### src/rtl/phase_to_amplitude_pipe.sv
// Pipelined DDS phase-to-amplitude stage.
// Converts an accumulator phase plus a per-sample offset into a sine, square, triangle
// or sawtooth sample. The sample is scaled by a per-sample gain and presented in
// offset-binary. The block accepts one sample per clock and has a fixed latency of 3.
//
// Handshake: in_valid qualifies phase_in/phase_offset/amplitude_in/mode for one cycle.
// There is no ready. out_valid is high for exactly one cycle per accepted sample, three
// cycles after it was accepted. out holds its last value while out_valid is low.
module phase_to_amplitude_pipe #(
  parameter int PHASE_W  = 16,
  parameter int ADDR_W   = 9,
  parameter int OUT_W    = 9,
  parameter int AMP_W    = 9,
  parameter     LUT_FILE = "sine_quarter.hex"
) (
  input  logic               clk,
  input  logic               reset_n,
  input  logic               in_valid,
  input  logic [PHASE_W-1:0] phase_in,
  input  logic [PHASE_W-1:0] phase_offset,
  input  logic [AMP_W-1:0]   amplitude_in,
  input  logic [1:0]         mode,
  output logic               out_valid,
  output logic [OUT_W-1:0]   out
);

  localparam int Q = 2 ** (ADDR_W - 2);
  localparam int M = 2 ** (OUT_W - 1) - 1;
  localparam logic [OUT_W-1:0]  M_V   = OUT_W'(M);
  localparam logic [ADDR_W-2:0] Q_V   = (ADDR_W - 1)'(Q);
  localparam logic [OUT_W-1:0]  MID_V = {1'b1, {(OUT_W - 1){1'b0}}};

  // The sawtooth and the offset-binary conversion both rely on wave and output widths matching.
  if (OUT_W != ADDR_W) begin : g_width_check
    $error("phase_to_amplitude_pipe: OUT_W must equal ADDR_W");
  end

  // LUT_FILE names the quarter-wave image: round(M*sin(2*pi*k/2^N)), k = 0..Q.
  // The ROM is built at elaboration from that same formula, so it needs no preload.
  if ($bits(LUT_FILE) == 0) begin : g_lut_name_check
    $error("phase_to_amplitude_pipe: LUT_FILE must name the quarter-wave image");
  end

  function automatic int sine_val(input int k);
    real x, term, sum;
    x    = 3.14159265358979323846 / 2.0 * k / Q;
    term = x;
    sum  = x;
    for (int n = 1; n < 12; n++) begin
      term = -term * x * x / ((2.0 * n) * (2.0 * n + 1.0));
      sum  = sum + term;
    end
    return $rtoi(M * sum + 0.5);
  endfunction

  logic [OUT_W-2:0] lut [0:Q];
  for (genvar gi = 0; gi <= Q; gi++) begin : g_lut
    localparam int V = sine_val(gi);
    assign lut[gi] = V[OUT_W-2:0];
  end

  // ---------------- S1: phase sum and per-sample controls ----------------
  logic [PHASE_W-1:0] phase_sum;
  logic               unused_phase;
  logic               v1;
  logic [ADDR_W-1:0]  a1;
  logic [1:0]         mode1;
  logic [AMP_W-1:0]   amp1;

  // The phase sum wraps modulo 2^PHASE_W and any carry out is dropped.
  assign phase_sum    = phase_in + phase_offset;
  assign unused_phase = ^phase_sum[PHASE_W-ADDR_W-1:0];

  // Register the wave address together with the controls that travel with it.
  always_ff @(posedge clk or negedge reset_n) begin
    if (!reset_n) begin
      v1    <= 1'b0;
      a1    <= '0;
      mode1 <= '0;
      amp1  <= '0;
    end else begin
      v1    <= in_valid;
      a1    <= phase_sum[PHASE_W-1 -: ADDR_W];
      mode1 <= mode;
      amp1  <= amplitude_in;
    end
  end

  // ---------------- S2: wave generation ----------------
  logic [1:0]              quad;
  logic [ADDR_W-3:0]       k;
  logic [ADDR_W-2:0]       idx;
  logic [OUT_W-1:0]        t_ext;
  logic [OUT_W-1:0]        tri_mag;
  logic [OUT_W-1:0]        saw;
  logic signed [OUT_W-1:0] wave;
  logic                    v2;
  logic signed [OUT_W-1:0] s2;
  logic [AMP_W-1:0]        amp2;

  assign quad = a1[ADDR_W-1 -: 2];
  assign k    = a1[ADDR_W-3:0];
  // Odd quadrants run the table backwards. When k = 0, Q-k reaches the T[Q] peak entry.
  assign idx  = quad[0] ? (Q_V - {1'b0, k}) : {1'b0, k};

  // Build the signed wave sample for the selected mode.
  always_comb begin
    wave    = '0;
    t_ext   = {1'b0, lut[idx]};
    saw     = {~a1[ADDR_W-1], a1[ADDR_W-2:0]};
    tri_mag = {1'b0, k, 1'b0};
    if (quad[0]) begin
      tri_mag = ({idx, 1'b0} > M_V) ? M_V : {idx, 1'b0};
    end
    case (mode1)
      2'd0:    wave = quad[1] ? -t_ext : t_ext;
      2'd1:    wave = a1[ADDR_W-1] ? -M_V : M_V;
      2'd2:    wave = quad[1] ? -tri_mag : tri_mag;
      2'd3:    wave = (saw == MID_V) ? -M_V : saw;
      default: wave = '0;
    endcase
  end

  // Registered ROM read plus wave select, with the gain and valid carried alongside.
  always_ff @(posedge clk or negedge reset_n) begin
    if (!reset_n) begin
      v2   <= 1'b0;
      s2   <= '0;
      amp2 <= '0;
    end else begin
      v2   <= v1;
      s2   <= wave;
      amp2 <= amp1;
    end
  end

  // ---------------- S3: scaling and offset-binary output ----------------
  logic signed [OUT_W+AMP_W:0] prod;
  logic signed [OUT_W+AMP_W:0] scaled;
  logic                        unused_scaled;

  // The floor shift keeps |scaled| <= M. Adding midscale therefore cannot wrap,
  // and it reduces to flipping the sign bit.
  assign prod          = s2 * $signed({1'b0, amp2});
  assign scaled        = prod >>> AMP_W;
  assign unused_scaled = ^scaled[OUT_W+AMP_W:OUT_W];

  // Update out only when a sample arrives, so that out holds its value across bubbles.
  always_ff @(posedge clk or negedge reset_n) begin
    if (!reset_n) begin
      out_valid <= 1'b0;
      out       <= MID_V;
    end else begin
      out_valid <= v2;
      if (v2) begin
        out <= {~scaled[OUT_W-1], scaled[OUT_W-2:0]};
      end
    end
  end

endmodule

### config.mk
export PLATFORM = sky130hd
export DESIGN_NAME = phase_to_amplitude_pipe
export DESIGN_NICKNAME = d
export VERILOG_FILES = /design/src/rtl/phase_to_amplitude_pipe.sv
export SDC_FILE = /design/constraint.sdc
export NUM_CORES = 1
export LEC_CHECK = 0
export ABC_CLOCK_PERIOD_IN_PS = 12700
export BUFFER_PORTS_ARGS = -buffer_cell sky130_fd_sc_hd__buf_2
export CAP_MARGIN = 5
export CORE_ASPECT_RATIO = 1.1
export CORE_MARGIN = 8
export CORE_UTILIZATION = 65
export DETAILED_ROUTE_END_ITERATION = 8
export PLACE_DENSITY = 0.86
export SYNTH_ARGS = -nofsm -noshare
export SYNTH_HDL_FRONTEND = slang
export SYNTH_SLANG_ARGS = --single-unit
### constraint.sdc
create_clock -name clk -period 12.7 [get_ports clk]
set_input_delay 2.54 -clock clk [delete_from_list [all_inputs] [get_ports clk]]
set_output_delay 2.54 -clock clk [all_outputs]
set_load 0.005 [all_outputs]
==> results.toml <==
[global_route]
grt_pass1_wl_microns = 29460
top_usage_layer = "met2"
grt_max_degree = 51
use_met1 = 0.2844
use_met2 = 0.4877
grt.overflow.total = 0
antenna_found_initial = 0
grt_use_met3 = 0.02394
grt_pass1_vias = 6276
grt_use_total = 0.2604

[cts]
hold_buffers = 0
clkLatencyLatePin_ns = 0.29
clkTransAtPathRegs_ns = 0.07
root_buffer = "clkbuf_16"
tritoncts = "built"
cts-htree-levels = 2
clock-sinks = 50
cts_buffer_depth = 2
post_cts_resized = 0
cts_setup_buffers = 0
numCtsBuffers = 5

[setup_path]
slowest_stage = "a2111oi_1"
crit_fanout = 9
cp_cell_sequence = "nand2_1 -> fa_1 -> inv_1 -> fa_1 -> inv_1 -> fa_1 -> inv_1 -> fa_1 -> ha_1 -> ha_1 -> a21o_1 -> a2111oi_1 -> o21a_1 -> a21boi_0 -> nor2_1 -> xnor2_1 -> mux2_2"
max_stage_delay_ns = 0.68
worstSetupEndpointType = "flop"
worstSetupPathType = "reg -> reg"
worstPathArrival_ns = 5.53
cpMostUsedCell = "fa_1"
worstPathRequired_ns = 12.88
path_buf_inv = 3
cp-start-kind = "flop"
cpLargestDelayFamily = "adder cells"

[final_layout]
area_growth_pct = 6.130
drive_above_1_share = 0.1358
diodes = 0
multi_input_area_sq_um = 5020
seq_area_sq_um = 1252
final_util = 0.6998
fillCellCount = 830
fin_nets = 974

[status]
status = "completed"

[logic_synthesis]
yosys_warnings = 0
syn_nets = 953
synth_edf_count = 0
synth_area_sq_um = 6756
synth_area_per_cell_sq_um = 8.574
synth_commonest_cells = "nand2_1, ha_1, inv_1, nor2_1"
seq_area_frac_synth = 0.1854
synth_area_leaders = "dfrtp_1, fa_1, ha_1"
synthFlopType = "dfrtp_1"
synthCells = 788
netlist.top_cell.by_area = "dfrtp_1"
synth_top_area_frac = 0.1815
synth-seq-cells = 50
synthArstFlopShare = 1.000
yosysMostFrequentCell = "nand2_1"
synth.distinct_cells = 85

[timing]
finalMaxSlewViolations = 0
fin_tns_setup_ns = 0
post-route-period-util = 0.4210
slew_headroom = 0.2912
fin_crit_ns = 5.346
tightestPinTransition_ns = 1.063
layout_setup_ws_ns = 7.354
whs_ns = 0.3491
rsz0062_at_grt = "no"
setup_viol = 0
timing.final.hold_violations = 0
finalClockSkew_ns = 0.008115
fmax_mhz = 187.0

[floorplanning]
start_util = 0.6593
ios = 56
fp-row-count = 39
die_x_microns = 113.2
dieArea_sq_um = 13920
coreArea_sq_um = 10250
die_y_microns = 122.9

[placed_design]
io_buffers = 55
place.gp.congestion = 0.9486
dpl.hpwl_microns = 13750
pre_cts_ws_ns = 7.351

[detailed_routing]
route.detailed.drc = 0
wl_microns = 17470
wl_per_cell_microns = 18.72
vias_per_cell = 6.473
vias = 6039
drtIter0Drc = 391
postRouteAntennaNets = 0
dr.pass1.iters = 7

[run]
maxCapViolCount = 0

[hold_path]
hp-class = "reg -> reg"
-- final cells by class --
cell class,count,area share
Inverter,72,0.03769
Timing Repair Buffer,61,0.04467
Clock inverter,3,0.004013
Multi-Input combinational cell,619,0.7001
Tap cell,123,0.02146
Sequential cell,50,0.1747
Clock buffer,5,0.01745
-- cell families (layout without fill, tap and decap cells) --
family,after synthesis,count (layout),synth area share
XOR/XNOR,30,30,0.04000
multiplexers,16,16,0.02630
AND/OR/NAND/NOR,265,265,0.2041
adder cells (fa/ha/maj),119,119,0.2748
AO/OA/AOI/OAI,189,189,0.1967
buffers and inverters,119,141,0.07278
flip-flops,50,50,0.1854
-- final timing paths --
kind	startpoint	end	slack [ns]	cells after the start
max in group asynchronous	reset_n	amp2[0]$_DFF_PN0_	9.60	1
worst min register to register	amp1[0]$_DFF_PN0_	amp2[0]$_DFF_PN0_	0.35	0
worst max register to register	amp2[5]$_DFF_PN0_	out[6]$_DFFE_PN0P_	7.35	17
worst min-delay path	amp1[0]$_DFF_PN0_	amp2[0]$_DFF_PN0_	0.35	0
min in group asynchronous	reset_n	v1$_DFF_PN0_	2.44	1
worst max-delay path	amp2[5]$_DFF_PN0_	out[6]$_DFFE_PN0P_	7.35	17
-- stage by stage --
step                instance area (sq um)  std cells
global placement                     7017        925
CTS                                  7171        933
global route                         7171        933
floorplan                            6756        788
finish                               7171        933
detailed placement                   7017        925
-- placed cells by master, fill, tap and decap left out, types with 5 or more instances in the layout --
cell / n
dfrtp_1: 49
a211oi_1: 6
o211ai_1: 12
xnor2_1: 22
nor4_1: 13
o22ai_1: 5
nand4_1: 6
mux2_2: 10
inv_1: 69
nor3_1: 15
o21ai_0: 34
fa_1: 49
xor2_1: 6
buf_2: 55
mux2i_1: 5
nand2b_1: 15
buf_4: 6
nand2_1: 73
o21a_1: 7
nand3_1: 11
nor2b_1: 14
a21oi_1: 42
clkbuf_16: 5
a31oi_1: 12
and3_1: 6
nor2_1: 53
and2_1: 34
ha_1: 70
a21o_1: 9
-- worst reg2reg max path: stages (launching register included) --
cell and delay, ns:
dfrtp_1 0.51, nand2_1 0.13, fa_1 0.55, inv_1 0.06, fa_1 0.51, inv_1 0.06
fa_1 0.48, inv_1 0.06, fa_1 0.47, ha_1 0.32, ha_1 0.29, a21o_1 0.20
a2111oi_1 0.68, o21a_1 0.31, a21boi_0 0.16, nor2_1 0.14, xnor2_1 0.07, mux2_2 0.26
-- flip-flops by register name, indices dropped and copies added (netlist names) --
| name | flops |
|---|---|
| amp2 | 9 |
| out_valid | 1 |
| a1 | 9 |
| out | 9 |
| mode1 | 2 |
| v1 | 1 |
| amp1 | 9 |
| s2 | 9 |
| v2 | 1 |
-- per-layer routing --
layer,wire [microns],vias to the layer above
met5,0,-
met4,758,0
met3,917,58
met2,9290,266
met1,6500,2908
li1,-,2807
Power is left out: the tool's default activity adds up to more than one toggle a clock period on the data nets, which glitch-free logic cannot reach.
